## src/rtl/timer_bank.sv

```systemverilog
// timer_bank -- bank of NCH independent threshold timers.
//
// Each channel counts enabled cycles up to a live threshold. A one-shot channel
// stops in DONE with a sticky finished flag. A periodic channel reloads to zero
// and keeps running. Every threshold hit produces a one-cycle tick.
//
// Optional feature macro: TIMER_BANK_PRESCALE_EN
//   When it is defined, the i_prescale port and a shared divider are added.
//   The channels then count once per (i_prescale+1) cycles with i_en high.
//
// Ports
//   i_clk        clock; all state updates on posedge
//   i_reset_n    asynchronous active-low reset
//   i_en         global count enable
//   i_start      per-channel start/restart strobe (wins over i_stop)
//   i_stop       per-channel stop strobe
//   i_periodic   per-channel mode: 1 = auto-reload, 0 = one-shot
//   i_threshold  per-channel threshold, channel i at [i]; compared live
//   i_prescale   divide ratio minus 1 (TIMER_BANK_PRESCALE_EN only)
//   o_count      per-channel counter value
//   o_busy       channel is running
//   o_finished   sticky one-shot completion flag
//   o_tick       one-cycle pulse on each threshold hit
//   o_any_tick   OR of o_tick

module timer_bank_ch #(
  parameter int WIDTH = 9
) (
  input  logic             i_clk,
  input  logic             i_reset_n,
  input  logic             i_cnt_en,
  input  logic             i_start,
  input  logic             i_stop,
  input  logic             i_periodic,
  input  logic [WIDTH-1:0] i_threshold,
  output logic [WIDTH-1:0] o_count,
  output logic             o_busy,
  output logic             o_finished,
  output logic             o_tick
);
  typedef enum logic [1:0] {S_IDLE, S_RUN, S_DONE} state_t;

  state_t           r_state;
  logic [WIDTH-1:0] r_count;
  logic             r_busy;
  logic             r_finished;
  logic             r_tick;

  always_ff @(posedge i_clk or negedge i_reset_n) begin
    if (!i_reset_n) begin
      r_state    <= S_IDLE;
      r_count    <= '0;
      r_busy     <= 1'b0;
      r_finished <= 1'b0;
      r_tick     <= 1'b0;
    end else begin
      r_tick <= 1'b0;
      // Strobes take priority over a hit in the same cycle, so no tick is produced.
      if (i_start) begin
        r_state    <= S_RUN;
        r_busy     <= 1'b1;
        r_count    <= '0;
        r_finished <= 1'b0;
      end else if (i_stop) begin
        r_state    <= S_IDLE;
        r_busy     <= 1'b0;
        r_finished <= 1'b0;
      end else begin
        case (r_state)
          S_RUN: begin
            if (i_cnt_en) begin
              // >= lets a lowered threshold fire at once. The count stops at
              // the threshold, so it never wraps even with an all-ones threshold.
              if (r_count >= i_threshold) begin
                r_tick <= 1'b1;
                if (i_periodic) begin
                  r_count <= '0;
                end else begin
                  r_state    <= S_DONE;
                  r_busy     <= 1'b0;
                  r_finished <= 1'b1;
                end
              end else begin
                r_count <= r_count + 1'b1;
              end
            end
          end
          default: ; // IDLE and DONE hold until a strobe
        endcase
      end
    end
  end

  assign o_count    = r_count;
  assign o_busy     = r_busy;
  assign o_finished = r_finished;
  assign o_tick     = r_tick;
endmodule

module timer_bank #(
  parameter int WIDTH = 9,
  parameter int NCH   = 4,
  parameter int PSW   = 8
) (
  input  logic                       i_clk,
  input  logic                       i_reset_n,
  input  logic                       i_en,
  input  logic [NCH-1:0]             i_start,
  input  logic [NCH-1:0]             i_stop,
  input  logic [NCH-1:0]             i_periodic,
  input  logic [NCH-1:0][WIDTH-1:0]  i_threshold,
`ifdef TIMER_BANK_PRESCALE_EN
  input  logic [PSW-1:0]             i_prescale,
`endif
  output logic [NCH-1:0][WIDTH-1:0]  o_count,
  output logic [NCH-1:0]             o_busy,
  output logic [NCH-1:0]             o_finished,
  output logic [NCH-1:0]             o_tick,
  output logic                       o_any_tick
);
  if (WIDTH < 1 || NCH < 1 || PSW < 1) begin : g_bad_param
    $error("timer_bank: WIDTH, NCH and PSW must all be >= 1");
  end

  logic w_cnt_en;

`ifdef TIMER_BANK_PRESCALE_EN
  // The divider is shared by all channels and free-running on i_en. Channel
  // strobes do not reset it, so phase relative to a start is not fixed.
  logic [PSW-1:0] r_pre_cnt;
  logic           w_pre_hit;

  assign w_pre_hit = (r_pre_cnt == i_prescale);
  assign w_cnt_en  = i_en & w_pre_hit;

  always_ff @(posedge i_clk or negedge i_reset_n) begin
    if (!i_reset_n)  r_pre_cnt <= '0;
    else if (i_en)   r_pre_cnt <= w_pre_hit ? '0 : r_pre_cnt + 1'b1;
  end
`else
  assign w_cnt_en = i_en;
`endif

  for (genvar g = 0; g < NCH; g++) begin : g_ch
    timer_bank_ch #(.WIDTH(WIDTH)) u_ch (
      .i_clk       (i_clk),
      .i_reset_n   (i_reset_n),
      .i_cnt_en    (w_cnt_en),
      .i_start     (i_start[g]),
      .i_stop      (i_stop[g]),
      .i_periodic  (i_periodic[g]),
      .i_threshold (i_threshold[g]),
      .o_count     (o_count[g]),
      .o_busy      (o_busy[g]),
      .o_finished  (o_finished[g]),
      .o_tick      (o_tick[g])
    );
  end

  assign o_any_tick = |o_tick;
endmodule
```

## config.mk

```make
export PLATFORM = sky130hd
export DESIGN_NAME = timer_bank
export DESIGN_NICKNAME = d
export VERILOG_FILES = /design/src/rtl/timer_bank.sv
export SDC_FILE = /design/constraint.sdc
export NUM_CORES = 1
export LEC_CHECK = 0
export BUFFER_PORTS_ARGS = -buffer_cell sky130_fd_sc_hd__buf_4
export CORE_UTILIZATION = 55
export CTS_CLUSTER_SIZE = 8
export DETAILED_ROUTE_END_ITERATION = 10
export PLACE_DENSITY = 0.83
export SYNTH_ARGS = -nofsm -noshare
export SYNTH_HDL_FRONTEND = slang
export SYNTH_SLANG_ARGS = --single-unit
```

## constraint.sdc

```tcl
create_clock -name i_clk -period 5.35 [get_ports i_clk]
set_input_delay 1.07 -clock i_clk [delete_from_list [all_inputs] [get_ports i_clk]]
set_output_delay 1.07 -clock i_clk [all_outputs]
set_load 0.05 [all_outputs]
```

==> summary.md, run 1 <==
| Metric | Value |
|---|---|
| Outcome | finished clean |
| Setup crit start kind | primary input |
| Area delta synth->final | 21.69% |
| Worst IR drop on VDD | ~0.10 mV |
| Die height | ~84 um |
| CTS tree | yes |
| CP Class | in -> reg |
| Synth top area cells | dfrtp_1, ha_1, inv_1 |
| Synth Warn # | 0 |
| GR Overflow Total | 0 |
| Max Cap Viol | 0 |
| PwrDens | 165.8 nW/um^2 |
| Synth area leader | dfrtp_1 |
| Vias per cell | between 6 and 7 |
| Post-CTS Setup Inserts | 0 |
| Mux cell area share after synthesis | 1.734% |
| # H-tree levels | 2 |
| Synth Area in Compound Gates | between 20 and 25% |
| RSZ-0062 raised after global routing | no |
| DR iter-0 viols | 130 |
| # rows | 29 |
| XOR/XNOR Fraction of Synth Area | 0% |
| Initial core utilization | about 58% |
| Post-synth top flop | dfrtp_1 |
| Cells after synthesis | 400 |
| Most Crowded Layer GR | met2 |
| WP data arrival | between 2000 and 3000 ps |
| Die width | 83.80 um |
| Worst Max-Slew Pin Slew | roughly 700 ps |
| Yosys top cell area share | 32.64% |
| Num ports | 100 |
| Tmin final | about 2800 ps |
| Worst EP required | approximately 5500 ps |
| Tot Pwr | about 0.74 mW |
| Final Hold Fails | 0 |
| DP HPWL | 6.689 mm |
| First-pass GRT wire length | approximately 15 mm |
| CTS clk-pin slew, worst paths | 90 ps |
| Root Driver | clkbuf_8 |
| TritonCTS Sinks | 48 |
| CP Capture Type | flop |
| WL/cell | between 15 and 20 um |
| Hold_buf cts | 0 |
| Static Leak | 2.371 nW |
| Endpoints failing setup | 0 |
| Initial antenna violation count | 0 |
| Syn nets | about 490 |
| Synth Register Bits | 48 |
| Post-synthesis cell area | ~3700 um^2 |
| Seq/Total Area, Yosys | around a third |
| Port bufs | 99 |
| Drt pass-1 iters | 4 |
| Worst skew pair latency | roughly 300 ps |
| Die area | 7022 um^2 |
| Post-CTS resize count | 0 |
| Total track usage | 25.35% |
| Max-slew headroom | a little over half |
| Number of global-route vias before repair | between 3,000 and 4,000 |
| Syn_area_per_cell | slightly above 9 um^2 |
| CTS buffer count | 5 |
| Post-synthesis cell type count | 63 |
| Hold Crit Class | reg -> reg |
| DRC | 0 |
| Maximum clock rate | between 300 and 400 MHz |
| GRT met3 Usage | under 10% |
| Vias | ~3,400 |
| Main combinational cell family by area after synthesis | compound AO/OA/AOI/OAI gates |
| Final period utilization | 52.13% |
| Async S/R FF share, synth | 100.0% |
| WL final | 8.791 mm |
| Number of routed nets with antenna violations | 0 |
| Final GP Congestion | between 0.8 and 0.9 |
| Final #Nets | 576 |
| Largest net degree at the start of global routing | 49 |
| Maximum clock path buffer count | 2 |
| Share of layout cells above drive strength 1 | between 20% and 30% |
| Sum of negative setup slack | 0 ps |
| Post-synth EDFFs | 0 |
| Core Region | 6386 um^2 |
| Worst-path fanout max | 9 |
| M2 GR Usage | between 40% and 50% |
| Clock Skew | slightly below 5 ps |
| Adder-cell share of the synthesized area | between 10% and 20% |
| Met1 Usage GRT | a little under a third |
| ANT cells | 0 |
| Final Slew Violations | 0 |
| Synth Area in Simple Gates | roughly a fifth |
-- kinds of logic (layout without fill, tap and decap cells) --
group                      after synthesis  after routing
buffers and inverters                   66            152
muxes                                    6              6
adders and majority gates               40             40
AOI/OAI and AO/OA                      105            105
and+or+nand+nor                        135            135
DFF                                     48             48
-- power by group --
part | switching, mW | internal [mW] | leakage, nW
sequential | 0.00659 | 0.367 | 0.656
combinational | 0.0804 | 0.0556 | 1.67
clock | 0.127 | 0.105 | 0.0445
total | 0.214 | 0.528 | 2.37
-- layer usage --
| metal | routed length, um | share of wire, % |
|---|---|---|
| met5 | 0 | 0 |
| met4 | 81 | 0.92 |
| met3 | 486 | 5.5 |
| met2 | 4418 | 50 |
| met1 | 3804 | 43 |
-- sequential cells by signal (all words and copies together), names as in the netlist --
signal	flops
g_ch.u_ch.o_finished	2
g_ch.u_ch.r_state	6
g_ch.u_ch.o_count	36
g_ch.u_ch.o_tick	4
-- critical path, stage by stage --
cell and delay (ps):
buf_4 70, inv_1 30, ha_1 270, or3_1 360
a21oi_2 360, nor2_1 130, a21oi_1 470, o32ai_1 190
-- path summary, 6_finish.rpt --
kind	cells past startpoint	startpoint	slack [ps]	to
setup reg to reg	6	g_ch[2].u_ch.o_count[6]	2950	g_ch[2].u_ch.o_count[8]
max in group asynchronous	1	i_reset_n	4140	g_ch[2].u_ch.o_count[1]
hold reg to reg	1	g_ch[3].u_ch.r_state[1]	570	g_ch[3].u_ch.r_state[1]
setup / recovery	8	i_threshold[24]	2560	g_ch[2].u_ch.o_count[8]
min in group asynchronous	1	i_reset_n	780	g_ch[1].u_ch.o_count[4]
hold / removal	1	g_ch[3].u_ch.r_state[1]	570	g_ch[3].u_ch.r_state[1]
-- area by class of cell --
class / instances / area, um^2
multi-input cells: 286 / 2175
fillers: 519 / 1908
flip-flops and latches: 48 / 1201
repair buffers: 99 / 743.2
inverters: 45 / 168.9
well taps: 77 / 96.34
clock buffers: 7 / 86.33
clock inverters: 1 / 7.507
-- synth_stat cells (all sizes together) (3+ instances only) --
cell,n
a21oi,14
o211ai,3
mux2i,3
a22o,3
mux2,3
nor4,17
nor2,15
a221o,4
buf,15
and2,6
a22oi,3
and3,14
o211a,3
inv,45
nor3b,5
o32ai,11
clkbuf,6
a31oi,3
o21ai,12
a211o,8
nand2b,8
nand2,17
a21o,9
o2bb2ai,6
or3,4
a211oi,3
nor3,16
nand3,12
nor4b,4
ha,40
dfrtp,48
nor2b,5
or2,3
o21a,7
-- layout by cell type, fill, tap and decap left out, types with 4 or more instances in the layout --
| cell type | n |
|---|---|
| a211o_1 | 8 |
| a21o_1 | 9 |
| a21oi_1 | 12 |
| a221o_1 | 4 |
| and2_1 | 6 |
| and3_1 | 14 |
| buf_4 | 99 |
| clkbuf_8 | 6 |
| dfrtp_1 | 48 |
| ha_1 | 40 |
| inv_1 | 45 |
| nand2_1 | 16 |
| nand2b_1 | 8 |
| nand3_1 | 12 |
| nor2_1 | 15 |
| nor2b_1 | 5 |
| nor3_1 | 14 |
| nor3b_1 | 5 |
| nor4_1 | 17 |
| nor4b_1 | 4 |
| o21a_1 | 7 |
| o21ai_0 | 8 |
| o21ai_1 | 4 |
| o2bb2ai_1 | 6 |
| o32ai_1 | 11 |
| or3_1 | 4 |
-- metrics by stage --
stage | util (%) | area (um^2) | worst slack (ps) | hold WS (ps) | std cells
2_1_floorplan | - | 3680 | 2586 | 494.1 | 400
6_report | 70.12 | 4478 | 2561 | 570.4 | 563
4_1_cts | 70.12 | 4478 | 2612 | 580.2 | 563
3_5_place_dp | 68.65 | 4384 | 2286 | 556.2 | 555
3_3_place_gp | 68.65 | 4384 | 2321 | 531.3 | 555
5_1_grt | 70.12 | 4478 | 2465 | 591.8 | 563
Power figures use the tool's default switching activity.
==> inputs of run 2 (changes only) <==
--- a/config.mk
+++ b/config.mk
@@ -6,10 +6,10 @@
 export NUM_CORES = 1
 export LEC_CHECK = 0
 export BUFFER_PORTS_ARGS = -buffer_cell sky130_fd_sc_hd__buf_4
-export CORE_UTILIZATION = 55
+export CORE_UTILIZATION = 48
 export CTS_CLUSTER_SIZE = 8
 export DETAILED_ROUTE_END_ITERATION = 10
-export PLACE_DENSITY = 0.83
+export PLACE_DENSITY = 0.77
 export SYNTH_ARGS = -nofsm -noshare
 export SYNTH_HDL_FRONTEND = slang
 export SYNTH_SLANG_ARGS = --single-unit
==> constraint.sdc (replaced) <==
create_clock -name i_clk -period 2.28 [get_ports i_clk]
set_input_delay 0.456 -clock i_clk [delete_from_list [all_inputs] [get_ports i_clk]]
set_output_delay 0.456 -clock i_clk [all_outputs]
set_load 0.05 [all_outputs]
==> summary.md, run 2 (synthesized netlist as in run 1, its figures left out) <==
| Metric | Value |
|---|---|
| Clock Skew | 4.708 ps (-0.1166 ps) |
| WL final | 8.974 mm (+2.1%) |
| Die height | 89.56 um (+6.9%) |
| Number of global-route vias before repair | 3,365 (+1.6%) |
| Commonest non-fill, non-tap cell in the layout | buf_4 |
| Met3 routed WL | 441 um (-9.3%) |
| DRC | 0 (unchanged) |
| CTS clk-pin slew, worst paths | 100 ps (about the same) |
| Vias per cell | 5.694 (-6.8%) |
| Met1 Wirelength | 4.086 mm (+7.4%) |
| Net Switching | 0.5291 mW (+150%) |
| Met2 WL | 4.369 mm (-1.1%) |
| Cell count after placement | 603 (+8.6%) |
| Tmin final | between 2000 and 2500 ps |
| # H-tree levels | 2 (unchanged) |
| Num ports | 100 (unchanged) |
| FF-to-FF setup slack | 100 ps (-2850 ps) |
| Die width | 89.56 um (+6.9%) |
| Final Hold Fails | 0 (unchanged) |
| Largest net degree at the start of global routing | 49 (unchanged) |
| CTS tree | yes |
| Core Region | 7331 um^2 (+15%) |
| Fill count | 622 (+20%) |
| WL/cell | 14.66 um (-6.1%) |
| Hold_buf cts | 0 (unchanged) |
| Share of layout cells above drive strength 1 | 32.16% (+6.6 points) |
| Drt pass-1 iters | 4 (unchanged) |
| First-pass GRT wire length | 14.64 mm (-0.89%) |
| Final #Nets | 603 (+4.7%) |
| Maximum clock rate | roughly 460 MHz |
| Worst EP required | 2470 ps (-3040 ps) |
| Outcome | finished clean |
| GR Overflow Total | 0 (unchanged) |
| WP data arrival | 2360 ps (-590 ps) |
| Final Hold Slack | 162.3 ps (-408.2 ps) |
| CP Class | reg -> reg |
| Area delta synth->final | 29.28% |
| Worst Max-Slew Pin Slew | 650.8 ps (-45.35 ps) |
| Die area | 8020 um^2 (+14%) |
| Number of routed nets with antenna violations | 0 (unchanged) |
| # rows | 31 (+6.9%) |
| Worst skew pair latency | 300 ps (about the same) |
| Setup crit start kind | flop |
| Worst-path fanout max | 7 (-2) |
| CP Capture Type | flop |
| Clock network power share | 35.0% (+3.7 points) |
| PwrDens | 393.0 nW/um^2 (+140%) |
| Port bufs | 99 (unchanged) |
| Max-slew headroom | 56.61% (+3.1 points) |
| Worst R2R Path Depth | 6 (unchanged) |
| Static Leak | 2.501 nW (+5.5%) |
| Sum of negative setup slack | 0 ps (unchanged) |
| RSZ-0062 raised after global routing | yes |
| Max reg flops | 36 (unchanged) |
| DR iter-0 viols | 82 (-37%) |
| Worst IR drop on VDD | 0.3009 mV (+200%) |
| DP HPWL | 6.854 mm (+2.5%) |
| Hold Crit Class | in -> async |
| ANT cells | 0 (unchanged) |
| Top Metal Used | met4 |
| Sw Share | 28.30% (-0.54 points) |
| Cell Count, Final, Fillers Out | 612 (+8.7%) |
| Initial core utilization | 50.20% (-7.4 points) |
| Final period utilization | a little over nine tenths |
| Final Slew Violations | 0 (unchanged) |
| Total track usage | 23.33% (-2.0 points) |
| Maximum clock path buffer count | 2 (unchanged) |
| Root Driver | clkbuf_8 |
| Final core utilization | 64.89% (-5.2 points) |
| Endpoints failing setup | 0 (unchanged) |
| Vias | 3,485 (+1.3%) |
| Max Cap Viol | 0 (unchanged) |
| CTS buffer count | 5 (unchanged) |
| TritonCTS Sinks | 48 (unchanged) |
| Commonest cells after routing, fill and taps aside | buf_4, inv_1, ha_1 |
| Combinational share of power | 18.2% (about the same) |
| Int Pwr | 1.341 mW (+150%) |
| Tot Pwr | 1.870 mW (+150%) |
| Initial antenna violation count | 0 (unchanged) |
| Final GP Congestion | 0.9478 (+15%) |
| Flop pwr share | 46.8% (-3.6 points) |
-- run 2: per-stage QoR --
step	setup slack, ps	instance area [um^2]
after floorplan	-8.645	3695
after global placement	22.83	4622
after detailed placement	-56.41	4622
after CTS	66.22	4737
after global routing	-32.78	4757
final	104.6	4757
-- run 2: power by group through the flow --
stage | clock network [mW] | logic (mW) | registers, mW
floorplan | 0 | 0.163 | 0.915
global placement | 0 | 0.328 | 0.892
detailed placement | 0 | 0.338 | 0.892
CTS | 0.675 | 0.339 | 0.875
global route | 0.703 | 0.380 | 0.877
finish | 0.654 | 0.341 | 0.875
-- run 2: layout make-up --
class	instances	area [um^2]	share of cell area, %
multi-input combinational	286	2187	45.98
tap	99	123.9	2.604
clock inverter	3	46.29	0.9732
inverter	45	168.9	3.551
clock buffer	5	68.82	1.447
sequential	48	1216	25.57
timing repair buffer	126	945.9	19.88
-- run 2: routing by layer --
layer,global-route usage (%),vias up
met3,4.432,8
met5,0,-
met1,29.42,1665
met2,40.56,91
met4,6.638,0
li1,-,1721
-- run 2: worst paths after layout --
kind | startpoint | to
max | g_ch[1].u_ch.o_count[2] | g_ch[1].u_ch.o_count[6]
min | i_reset_n | g_ch[1].u_ch.o_count[4]
max reg2reg | g_ch[1].u_ch.o_count[2] | g_ch[1].u_ch.o_count[6]
min reg2reg | g_ch[3].u_ch.r_state[1] | g_ch[3].u_ch.r_state[1]
max in group asynchronous | i_reset_n | g_ch[2].u_ch.o_count[5]
min in group i_clk | i_stop[0] | g_ch[0].u_ch.o_finished
-- run 2: what timing repair did --
| action | in CTS | in global routing |
|---|---|---|
| setup buffers | 0 | 1 |
| setup endpoints to repair | 0 | 7 |
| resized for setup | 0 | 2 |
| hold endpoints to repair | 0 | 0 |
-- run 2: critical path, cell delays in order (launching register included) --
cell and delay, ps:
dfrtp_2 460, ha_1 320, a211o_1 280, a31oi_2 220
o2111a_1 310, nor3_4 90, a221o_1 370
==> inputs of run 3 (changes only) <==
--- a/config.mk
+++ b/config.mk
@@ -6,6 +6,7 @@
 export NUM_CORES = 1
 export LEC_CHECK = 0
 export BUFFER_PORTS_ARGS = -buffer_cell sky130_fd_sc_hd__buf_4
+export CORE_ASPECT_RATIO = 0.75
 export CORE_UTILIZATION = 48
 export CTS_CLUSTER_SIZE = 8
 export DETAILED_ROUTE_END_ITERATION = 10
==> summary.md, run 3 (synthesized netlist as in run 1, its figures left out) <==
| Metric | Value |
|---|---|
| Outcome | finished clean |
| Number of routed nets with antenna violations | 0 (unchanged) |
| FF-to-FF setup slack | 90 ps (-20 ps) |
| WL final | 9.211 mm (+2.6%) |
| Final Hold Fails | 0 (unchanged) |
| Combinational share of power | 19.8% (+1.6 points) |
| DR iter-0 viols | 119 (+45%) |
| CTS clk-pin slew, worst paths | 90 ps (about the same) |
| CP peak stage delay | 490 ps (+30 ps) |
| # H-tree levels | 2 (unchanged) |
| Worst EP required | 2510 ps (+40 ps) |
| WP data arrival | 2430 ps (+70 ps) |
| WL/cell | 14.93 um (+1.8%) |
| Int Pwr | 1.258 mW (-6.2%) |
| Setup crit start kind | flop |
| Fill count | 636 (+2.3%) |
| CTS buffer count | 5 (unchanged) |
| Die height | 77.83 um (-13%) |
| Final GP Congestion | 0.8455 (-11%) |
| Static Leak | 2.508 nW (+0.32%) |
| Reg2reg start | g_ch[0].u_ch.o_count[0] |
| Worst R2R Path Depth | 8 (+2) |
| Max reg flops | 36 (unchanged) |
| Tmin final | 2194 ps (+18.57 ps) |
| Core Region | 7365 um^2 (+0.46%) |
| Sum of negative setup slack | 0 ps (unchanged) |
| Hold Crit Class | in -> async |
| Clock network power share | 29.9% (-5.1 points) |
| DP Area | 4654 um^2 (+0.70%) |
| FF-to-FF End | g_ch[0].u_ch.o_count[8] |
| Fin area | 4766 um^2 (+0.18%) |
| Maximum clock path buffer count | 2 (unchanged) |
| Pre-CTS setup slack | -56.10 ps (+0.3031 ps) |
| Initial core utilization | 49.97% (-0.23 points) |
| Worst IR drop on VDD | 0.2315 mV (-23%) |
| Share of layout cells above drive strength 1 | 32.56% (+0.39 points) |
| Setup crit start | g_ch[0].u_ch.o_count[0] |
| PwrDens | 365.5 nW/um^2 (-7.0%) |
| Port bufs | 99 (unchanged) |
| DP HPWL | 7.184 mm (+4.8%) |
| Number of global-route vias before repair | 3,229 (-4.0%) |
| Maximum clock rate | 455.8 MHz (-0.85%) |
| Max-slew headroom | 57.42% (+0.81 points) |
| Net Switching | 0.4841 mW (-8.5%) |
| GR Overflow Total | 0 (unchanged) |
| Flop pwr share | 50.3% (+3.5 points) |
| Commonest cells after routing, fill and taps aside | buf_4, inv_1, ha_1 |
| Root Driver | clkbuf_8 |
| Slowest cell on crit path | a2111o_1 |
| Die width | 103.1 um (+15%) |
| Worst skew pair latency | 300 ps (about the same) |
| Worst-path cell chain | inv_1 -> ha_1 -> nor2b_1 -> o21ai_1 -> buf_4 -> a2111o_1 -> nor4_1 -> a211o_1 |
| Num ports | 100 (unchanged) |
| First-pass GRT wire length | 15.09 mm (+3.1%) |
| Endpoints failing setup | 0 (unchanged) |
| CP Class | reg -> reg |
| CP Capture Type | flop |
| Sw Share | 27.79% (-0.51 points) |
| Initial antenna violation count | 0 (unchanged) |
| Largest net degree at the start of global routing | 49 (unchanged) |
| Final Slew Violations | 0 (unchanged) |
| CTS tree | yes |
| Die area | 8024 um^2 (about the same) |
| Area delta synth->final | 29.51% |
| ANT cells | 0 (unchanged) |
| Drt pass-1 iters | 4 (unchanged) |
| Hold_buf cts | 0 (unchanged) |
| Vias | 3,506 (+0.60%) |
| Vias per cell | 5.682 (-0.21%) |
| Max Cap Viol | 0 (unchanged) |
| Commonest non-fill, non-tap cell in the layout | buf_4 |
| Final #Nets | 606 (+0.50%) |
| Worst-path fanout max | 8 (+1) |
| RSZ-0062 raised after global routing | no |
| # rows | 27 (-13%) |
| Final setup margin | 86.00 ps (-18.57 ps) |
| Clock Skew | 6.809 ps (+2.101 ps) |
| Total track usage | 23.78% (+0.45 points) |
| DRC | 0 (unchanged) |
| TritonCTS Sinks | 48 (unchanged) |
| Final period utilization | 96.23% (+0.81 points) |
| Worst Max-Slew Pin Slew | 638.7 ps (-12.10 ps) |
## run 3: cell types whose count changed in the layout (fill, tap and decap cells not counted), sizes merged
cell / delta
clkbuf: +3
buf: +3
inv: -1
bufinv: -1
clkinvlp: -1
## run 3: worst max path at each step
stage                                    endpoint  slack [ps]  cells after the start
after CTS                 g_ch[3].u_ch.o_count[0]          80                      6
after global placement    g_ch[3].u_ch.o_count[0]           7                      8
final                     g_ch[0].u_ch.o_count[8]          90                      8
after detailed placement  g_ch[3].u_ch.o_count[0]         -60                      8
after floorplan           g_ch[0].u_ch.o_count[2]          -9                      6
after global routing      g_ch[0].u_ch.o_count[8]           3                      8
## run 3: what timing repair did
| item | CTS | global route |
|---|---|---|
| buffers inserted | 0 | 0 |
| hold endpoints to repair | 0 | 0 |
| resized for setup | 0 | 4 |
| setup endpoints to repair | 0 | 13 |
## run 3: layout make-up
type,count,area (um^2),share of cell area (%)
Clock buffer,8,90.09,1.890
Tap cell,101,126.4,2.652
Sequential cell,48,1216,25.52
Multi-Input combinational cell,286,2196,46.08
Timing Repair Buffer,129,968.4,20.32
Inverter,45,168.9,3.544
## run 3: worst max-delay path: cells and delay by family (launching register included)
family,cells,cell delay [ps]
buffers and inverters,2,270
AO/OA/AOI/OAI,3,760
adder cells (fa/ha/maj),1,230
flip-flops,1,450
AND/OR/NAND/NOR,2,430
## run 3: per-layer routing
layer | global-route usage (%) | part of all wire, % | up-vias
met5 | 0 | 0 | -
met4 | 5.211 | 0.83 | 0
met3 | 3.423 | 4.2 | 9
met2 | 38.53 | 46 | 97
met1 | 33.47 | 49 | 1666
li1 | - | - | 1734
## run 3: metrics by stage
| step | util (%) | hold WS [ps] | power, mW | instances |
|---|---|---|---|---|
| after floorplan | - | 160.4 | 1.079 | 400 |
| after global placement | 63.20 | 527.3 | 1.223 | 609 |
| after detailed placement | 63.20 | 525.3 | 1.236 | 609 |
| after CTS | 64.42 | 199.4 | 1.762 | 617 |
| after global routing | 64.71 | 218.0 | 1.843 | 617 |
| final | 64.71 | 180.7 | 1.742 | 617 |
## run 3: power by group through the flow
stage / registers (mW) / clock network [mW] / logic (mW)
floorplan: 0.915 / 0 / 0.163
global placement: 0.893 / 0 / 0.330
detailed placement: 0.893 / 0 / 0.343
CTS: 0.876 / 0.542 / 0.344
global route: 0.878 / 0.585 / 0.380
finish: 0.876 / 0.520 / 0.346
